[src/rtl/seg7_scan_disp.sv]
// -----------------------------------------------------------------------------
// seg7_scan_disp
//
// Time-multiplexed driver for an 8-digit, common-anode seven-segment display.
// Each digit is enabled for SCAN_DIV clock cycles in turn (digit 0 first).
// One pass over all eight digits is a "frame".
//
// A new 32-bit value (8 hex digits) is captured into a pending shadow register
// whenever load is high. It is promoted to the displayed register only at a
// frame boundary, so a frame never mixes digits from two different values.
// Decimal points and blink enables are sampled live for the digit currently
// being driven. Blinking alternates every BLINK_FRAMES frames.
//
// Ports
//   clk         in   1   rising-edge clock
//   rst_n       in   1   asynchronous active-low reset
//   disp_num    in  32   value to display, digit i = disp_num[4i+3:4i]
//   load        in   1   capture disp_num into the pending register
//   point       in   8   decimal-point enable per digit (live)
//   le          in   8   blink enable per digit (live)
//   an          out  8   active-low digit enables, an[i] selects digit i
//   seg         out  8   active-low segments {dp,g,f,e,d,c,b,a}
//   frame_done  out  1   one-cycle pulse after the last digit of each frame
// -----------------------------------------------------------------------------
module seg7_scan_disp #(
  parameter int unsigned SCAN_DIV     = 100000,  // 2 .. 2**20
  parameter int unsigned BLINK_FRAMES = 64       // 1 .. 255
) (
  input  logic        clk,
  input  logic        rst_n,
  input  logic [31:0] disp_num,
  input  logic        load,
  input  logic [7:0]  point,
  input  logic [7:0]  le,
  output logic [7:0]  an,
  output logic [7:0]  seg,
  output logic        frame_done
);

  localparam int unsigned      DIV_W      = $clog2(SCAN_DIV);
  localparam logic [DIV_W-1:0] DIV_LAST   = DIV_W'(SCAN_DIV - 1);
  localparam logic [7:0]       BLINK_LAST = 8'(BLINK_FRAMES - 1);

  // Hex digit to segment pattern, active low, dp bit returned as 1 (off).
  function automatic logic [7:0] hex_to_seg(input logic [3:0] nib);
    logic [7:0] s;
    case (nib)
      4'h0:    s = 8'hC0;
      4'h1:    s = 8'hF9;
      4'h2:    s = 8'hA4;
      4'h3:    s = 8'hB0;
      4'h4:    s = 8'h99;
      4'h5:    s = 8'h92;
      4'h6:    s = 8'h82;
      4'h7:    s = 8'hF8;
      4'h8:    s = 8'h80;
      4'h9:    s = 8'h90;
      4'hA:    s = 8'h88;
      4'hB:    s = 8'h83;
      4'hC:    s = 8'hC6;
      4'hD:    s = 8'hA1;
      4'hE:    s = 8'h86;
      4'hF:    s = 8'h8E;
      default: s = 8'hFF;
    endcase
    return s;
  endfunction

  // Scan state
  logic [DIV_W-1:0] r_div_cnt;
  logic [2:0]       r_idx;
  logic [7:0]       r_blink_frm;
  logic             r_blink_ph;

  // Shadow registers
  logic [31:0]      r_pending;
  logic             r_pend_valid;
  logic [31:0]      r_shown;

  // Registered outputs
  logic [7:0]       r_an;
  logic [7:0]       r_seg;
  logic             r_frame_done;

  // Combinational helpers
  logic             w_tick;
  logic             w_frame_end;
  logic [3:0]       w_nibble;
  logic [7:0]       w_hex;
  logic [7:0]       w_an_nxt;
  logic [7:0]       w_seg_nxt;

  // The tick is the last cycle of a digit; the frame ends on the tick of digit 7.
  assign w_tick      = (r_div_cnt == DIV_LAST);
  assign w_frame_end = w_tick && (r_idx == 3'd7);

  // Per-digit dwell counter and digit index; both wrap silently.
  always_ff @(posedge clk or negedge rst_n) begin
    if (!rst_n) begin
      r_div_cnt <= {DIV_W{1'b0}};
      r_idx     <= 3'd0;
    end else if (w_tick) begin
      r_div_cnt <= {DIV_W{1'b0}};
      r_idx     <= r_idx + 3'd1;
    end else begin
      r_div_cnt <= r_div_cnt + DIV_W'(1);
      r_idx     <= r_idx;
    end
  end

  // Frame counter for the blink half-period; phase toggles when it wraps.
  always_ff @(posedge clk or negedge rst_n) begin
    if (!rst_n) begin
      r_blink_frm <= 8'd0;
      r_blink_ph  <= 1'b0;
    end else if (w_frame_end) begin
      if (r_blink_frm == BLINK_LAST) begin
        r_blink_frm <= 8'd0;
        r_blink_ph  <= ~r_blink_ph;
      end else begin
        r_blink_frm <= r_blink_frm + 8'd1;
        r_blink_ph  <= r_blink_ph;
      end
    end else begin
      r_blink_frm <= r_blink_frm;
      r_blink_ph  <= r_blink_ph;
    end
  end

  // Pending capture. A load on the boundary cycle wins over the clear, so the
  // new value survives for the following boundary while the old one transfers.
  always_ff @(posedge clk or negedge rst_n) begin
    if (!rst_n) begin
      r_pending    <= 32'd0;
      r_pend_valid <= 1'b0;
    end else if (load) begin
      r_pending    <= disp_num;
      r_pend_valid <= 1'b1;
    end else if (w_frame_end) begin
      r_pending    <= r_pending;
      r_pend_valid <= 1'b0;
    end else begin
      r_pending    <= r_pending;
      r_pend_valid <= r_pend_valid;
    end
  end

  // Displayed value only changes at a frame boundary, from the pre-edge pending.
  always_ff @(posedge clk or negedge rst_n) begin
    if (!rst_n) begin
      r_shown <= 32'd0;
    end else if (w_frame_end && r_pend_valid) begin
      r_shown <= r_pending;
    end else begin
      r_shown <= r_shown;
    end
  end

  // Next output values for the digit currently selected by r_idx.
  always_comb begin
    w_nibble  = r_shown[{r_idx, 2'b00} +: 4];
    w_hex     = hex_to_seg(w_nibble);
    w_an_nxt  = ~(8'b0000_0001 << r_idx);
    w_seg_nxt = 8'hFF;
    if (r_blink_ph && le[r_idx]) begin
      w_seg_nxt = 8'hFF;
    end else begin
      w_seg_nxt = {~point[r_idx], w_hex[6:0]};
    end
  end

  // Output registers: one cycle behind the scan state.
  always_ff @(posedge clk or negedge rst_n) begin
    if (!rst_n) begin
      r_an         <= 8'hFF;
      r_seg        <= 8'hFF;
      r_frame_done <= 1'b0;
    end else begin
      r_an         <= w_an_nxt;
      r_seg        <= w_seg_nxt;
      r_frame_done <= w_frame_end;
    end
  end

  assign an         = r_an;
  assign seg        = r_seg;
  assign frame_done = r_frame_done;

  seg7_scan_disp_chk u_chk (
    .clk        (clk),
    .rst_n      (rst_n),
    .an         (r_an),
    .frame_done (r_frame_done)
  );

endmodule

// -----------------------------------------------------------------------------
// seg7_scan_disp_chk
//
// Property checker for the scan outputs; contains no design logic.
//
// Ports
//   clk         in   1   clock
//   rst_n       in   1   asynchronous active-low reset
//   an          in   8   digit enables being checked
//   frame_done  in   1   frame pulse being checked
// -----------------------------------------------------------------------------
module seg7_scan_disp_chk (
  input logic       clk,
  input logic       rst_n,
  input logic [7:0] an,
  input logic       frame_done
);

  // Once any digit is driven, exactly one digit is driven.
  a_an_onehot: assert property (@(posedge clk) disable iff (!rst_n)
    (an != 8'hFF) |-> $onehot(~an));

  // The frame pulse is a single cycle wide.
  a_fd_single: assert property (@(posedge clk) disable iff (!rst_n)
    frame_done |=> !frame_done);

endmodule

[config.mk]
export PLATFORM = sky130hd
export DESIGN_NAME = seg7_scan_disp
export DESIGN_NICKNAME = d
export VERILOG_FILES = /design/src/rtl/seg7_scan_disp.sv
export SDC_FILE = /design/constraint.sdc
export NUM_CORES = 1
export LEC_CHECK = 0
export BUFFER_PORTS_ARGS = -buffer_cell sky130_fd_sc_hd__buf_2
export CORE_UTILIZATION = 38
export DETAILED_ROUTE_END_ITERATION = 10
export HOLD_SLACK_MARGIN = 0.06
export RECOVER_POWER = 25
export SKIP_CTS_REPAIR_TIMING = 1
export SLEW_MARGIN = 25
export SYNTH_ARGS = -nofsm -noshare
export SYNTH_HDL_FRONTEND = slang
export SYNTH_SLANG_ARGS = --single-unit
[constraint.sdc]
create_clock -name clk -period 3.2 [get_ports clk]
set_input_delay 0.16 -clock clk [delete_from_list [all_inputs] [get_ports clk]]
set_output_delay 0.16 -clock clk [all_outputs]
set_load 0.01 [all_outputs]
After elaboration in Yosys (flattened, before gate mapping)
Memory sizes are Yosys's and may differ from the RTL's. Index checks and enable logic that the tools add are counted.

Register bits: 111. Bits in read-only memories: 112. Input port bits: 51. Word-level logic and storage cells: 37. Memories: 1.

Memories: (no name shown) (words 16, width 7, read ports 1, clocked after memory_dff 0, wr ports 0, line 47) `case (nib)`.

Add/sub/neg operators: 3. $lt $le $gt $ge: 1. Equal/unequal tests: 3. Shifts and indexed selects: 2. Mux-type cells: 9. Bitwise operators: 3. Reductions and logical operators: 5.

Operator list (count): indexed part select 32 x 6 -> 4 bit (1); adder 17 x 1 -> 17 bit, second input constant (1); equality test 17 bit, second input constant (1); two-way mux 17 bit (1); two-way mux 8 bit (2); adder 8 x 1 -> 8 bit, second input constant (1); equality test 8 x 6 -> 1 bit, second input constant (1); inverter 8 bit (1); left shift 1 x 3 -> 8 bit, first input constant (1); binary-select mux 1 bit (select 3 bit) (2); less-than comparator 3 x 4 -> 1 bit, second input constant (1); two-way mux 1 bit (4); adder 3 x 1 -> 3 bit, second input constant (1); equality test 3 bit, second input constant (1); logical AND 1 bit (3); inverter 1 bit (2); AND reduction 2 bit (1); nonzero test 2 bit (1).

Depth between registers and ports, before layout
Depth in word-level cells: 4. Gate-level depth with buffers: 11. Gate-level depth less buffers: 9.

Worst setup path after synthesis
No wires, ideal clock.

Path kind: reg-to-reg. Start: register r_idx[0]. End: register r_seg[4], in the netlist seg[4]. Arrival time: 2390 ps. Slack: 707 ps. Stages on the path, launching flop included: 10. Buffers on the path: 2. Cell sequence: dfrtp_1 > buf_2 > buf_4 > mux4_2 > mux2i_1 > inv_1 > ha_1 > mux2_2 > nand2_1 > o311ai_0.

Longest elaborated chain between the ends: 4. Elaborated cells on any way between the ends: 6.

Ends and longest elaborated chain: start: declaration (line 71) `logic [2:0] r_idx;`; start signal: assignment (line 104) `r_idx <= r_idx + 3'd1;`; start signal: assignment (line 107) `r_idx <= r_idx;`; parallel branches: the longest is 3 deep, another holds memory read (16 x 7 bit); two-way mux 8 bit * (line 165) `if (r_blink_ph && le[r_idx]) begin`; named net w_seg_nxt[4] (line 91) `logic [7:0] w_seg_nxt;`; end signal: assignment (line 180) `r_seg <= w_seg_nxt;`; end: declaration (line 82) `logic [7:0] r_seg;`.

Mark *: on every way through the listed nets, which the timed path passes. The select of a mux whose other input is x is not followed. A chain may end at the register's enable or synchronous reset.

Worst setup path in the final report
Start: register r_div_cnt[0]. End: register r_blink_frm[6].

Longest elaborated chain between the ends: 2.

Ends and longest elaborated chain: start: declaration (line 70) `logic [DIV_W-1:0] r_div_cnt;`; start signal: assignment (line 100) `r_div_cnt <= {DIV_W{1'b0}};`; start signal: assignment (line 103) `r_div_cnt <= {DIV_W{1'b0}};`; start signal: assignment (line 106) `r_div_cnt <= r_div_cnt + DIV_W'(1);`; equality test 17 bit (line 94) `assign w_tick = (r_div_cnt == DIV_LAST);`; logical AND 1 bit (line 95) `assign w_frame_end = w_tick && (r_idx == 3'd7);`; end signal: assignment (line 121) `r_blink_frm <= r_blink_frm + 8'd1;`; end signal: assignment (line 125) `r_blink_frm <= r_blink_frm;`; end: declaration (line 72) `logic [7:0] r_blink_frm;`.

No other way between the ends.

==> results by group <==
Cells and area
  – Reg area: 2798 sq um
  – Share of post-route cells with drive strength above 1: 41.01%
  – Final net count: 533
  – Fillers: 1151
  – Synth-to-Final Area Change: 23.22%
  – Final Cell Area: 6102 sq um
  – Ant diodes: 0
  – Multi-input gate area: 2052 sq um

Place
  – DP HPWL: 6.696 mm
  – IO buf count: 67
  – Post-place setup slack: 0.7280 ns
  – GP Congestion: 0.8385
  – Dpl cell area: approximately 5500 sq um

Detailed routing
  – DRT Pass-1 Iters: 4
  – Via count: 3143
  – Via density: 4.873
  – # DRC: 0
  – Routed WL per cell: 14.68 um
  – WL final: 9.467 mm
  – Post-route ant nets: 0
  – Number of DRC markers in iteration 0: between 100 and 150

Power and ir drop
  – Power, Total: 2.674 mW
  – Leakage: about 2.8 nW
  – Pwr dens: 438.2 nW/um^2
  – Peak supply drop: 282.3 uV

Global routing
  – Global-route wire length before repair: about 15 mm
  – Number of global-route vias before repair: about 3000
  – Gr ovfl total: 0
  – GRT Resource Usage Total: ~15%
  – Initial antenna violation count: 0
  – Largest net degree at the start of global routing: 76

Floorplanning
  – Die ar.: approximately 13000 sq um
  – Die W: 116.2 um
  – Starting Density: 39.08%
  – I/O pin cnt: 68
  – Total core area: 12670 sq um
  – Die Ht: around 120 um
  – # rows: 41

CTS
  – Sink Count: 111
  – Root buffer selected by CTS: clkbuf_16
  – CTS tree: done
  – Worst skew pair latency: 0.35 ns
  – Num CTS Buffers: 9
  – Reg clk slew, reported paths: 0.07 ns
  – Clock H-tree levels: 3
  – Maximum clock insertion buffer count: 2

Min path
  – Worst Hold Class: input pin to register
  – Hold path cells: 5
  – Hold EP: seg[7]
  – Worst hold start: point[4]

Critical path
  – Worst R2R Setup Slack: 0.71 ns
  – Worst Path Arrival: ~2.7 ns
  – Crit-path max FO: 10
  – Worst flop-to-flop path endpoint: r_blink_frm[6]
  – Worst Path Required: 3.43 ns
  – Critical path class: register to register
  – Critical Path End Type: register
  – Startpoint class of the critical path: register
  – Worst Reg-to-Reg Cells: 6
  – Reg2Reg Launch Point: r_div_cnt[0]

Synth
  – Cell taking the most area after synthesis: dfrtp_1
  – Area contributors post-synth: dfrtp_1 (48%), mux2_2 (16%), dfstp_2 (8.5%)
  – Post-synthesis instance total: 365
  – Warnings, synthesis: 0
  – Synth Cell Area: 4952 sq um
  – Share of the synthesized area in the top cell type: 48.00%
  – Synthesized Nets: 430
  – Post-synthesis sequential area ratio: 56.49%
  – Syn_area_per_cell: 13.57 sq um
  – Post-synth cell types: 53
  – Flops & latches, synth: around 110
  – EDFF count, synth: 0
  – Fraction of registers with async set/reset: 100.0%
  – Synth Flop Type: dfrtp_1

Timing
  – Tcrit/Tclk final: between 70 and 80%
  – Worst slew margin: -32.96%
  – Final Setup Violations: 0
  – Endpoints failing hold: 0
  – Fmax: 402.3 MHz
  – Pins Over Slew Limit: 71
  – Post-route setup slack: 0.7143 ns
  – Worst-Margin Slew: 1.994 ns
  – Hold Worst Slack: just over 0.3 ns
  – Setup TNS: 0 ns
  – Post-route clock skew: between 0.01 and 0.015 ns
  – RSZ-0062 raised after global routing: false
  – Fin crit period: 2.486 ns

Outcome
  – Violated checks: capacitance limit, slew limit
  – Status: complete, but fails checks

Flow run
  – # Max-Cap Violations: 2
cell families after synthesis:
group / share of synthesized area [%]
mux: 21.48
simple gates: 9.374
xor+xnor: 3.512
buf+inv: 2.072
fa+ha+maj: 3.537
compound gates: 3.538
flops: 56.49
cells in the final DEF, fill, tap and decap left out, types with 2 or more instances in the layout:
cell type	netlist	layout
xor2_1	7	7
and3_1	6	6
inv_6	0	2
mux2i_1	5	5
xnor2_1	11	11
inv_1	7	7
nand2_1	27	27
mux4_2	10	10
a21oi_1	4	4
nor2_1	15	15
clkbuf_1	8	3
ha_1	14	14
o21ai_0	7	7
buf_4	1	6
nor2b_1	3	3
nor3_1	4	4
o31ai_1	3	3
nand4_1	4	4
clkbuf_16	0	9
buf_2	4	65
nand3_1	12	12
dfrtp_1	95	95
mux2_2	69	69
dlygate4sd3_1	0	33
o221ai_1	3	3
dfstp_2	16	16
per-layer routing:
layer  vias to the layer above  part of all wire, %  global-route usage, %
met2                        63                   47                  22.90
met3                         7                  4.0                  4.982
met4                         0                 0.92                  3.846
met1                      1568                   48                  21.77
li1                       1505                    -                      -
met5                         -                    0                      0
critical path, cell delays in order, from the launching register on:
cell and delay [ns]:
dfrtp_1 0.40, ha_1 0.22, and4_2 0.30, nand2_1 0.13, or4b_1 0.70, nor3_1 0.27, mux2_2 0.35
power breakdown:
part	total [mW]	internal, mW	switching (mW)	leakage [nW]
Sequential	1.47	1.44	0.0247	1.40
Combinational	0.151	0.0912	0.0596	1.27
Clock	1.05	0.540	0.514	0.135
cell type report:
cell class | instances | share of cell area (%)
sequential | 111 | 45.85
clock inverter | 6 | 0.8202
inverter | 8 | 0.4921
multi-input combinational | 231 | 33.63
tap | 172 | 3.527
timing repair buffer | 107 | 11.93
clock buffer | 10 | 3.752
state kept, by name, indices dropped and copies added, names as in the netlist:
register	count
r_pending	32
r_shown	32
r_div_cnt	17
an	8
r_blink_frm	8
seg	8
r_idx	3
frame_done	1
r_blink_ph	1
r_pend_valid	1
metrics by stage:
step | utilization (%) | cells
after CTS | 45.59 | 612
after floorplan | - | 365
final | 48.16 | 645
after global placement | 43.39 | 596
after detailed placement | 43.39 | 596
after global routing | 48.16 | 645
worst max-delay path by stage:
stage	start	endpoint	slack (ns)	depth (start not counted)
final	r_div_cnt[0]	r_blink_frm[6]	0.71	6
after global routing	r_div_cnt[0]	r_blink_frm[6]	0.59	6
after CTS	r_div_cnt[0]	r_blink_frm[6]	0.71	6
after detailed placement	r_div_cnt[0]	r_blink_frm[6]	0.73	6
after global placement	r_idx[1]	r_blink_frm[6]	0.81	7
after floorplan	r_idx[0]	seg[4]	0.71	9
cell usage after synthesis, types with 3 or more instances:
library cell  instances
dfstp_2              16
dfrtp_1              95
nor2_1               15
o221ai_1              3
mux2_2               69
nor3_1                4
nand2_1              27
xnor2_1              11
mux4_2               10
a21oi_1               4
nand3_1              12
ha_1                 14
o31ai_1               3
xor2_1                7
buf_2                 4
o21ai_0               7
nor2b_1               3
inv_1                 7
nand4_1               4
mux2i_1               5
clkbuf_1              8
and3_1                6
Power figures use the tool's default switching activity.
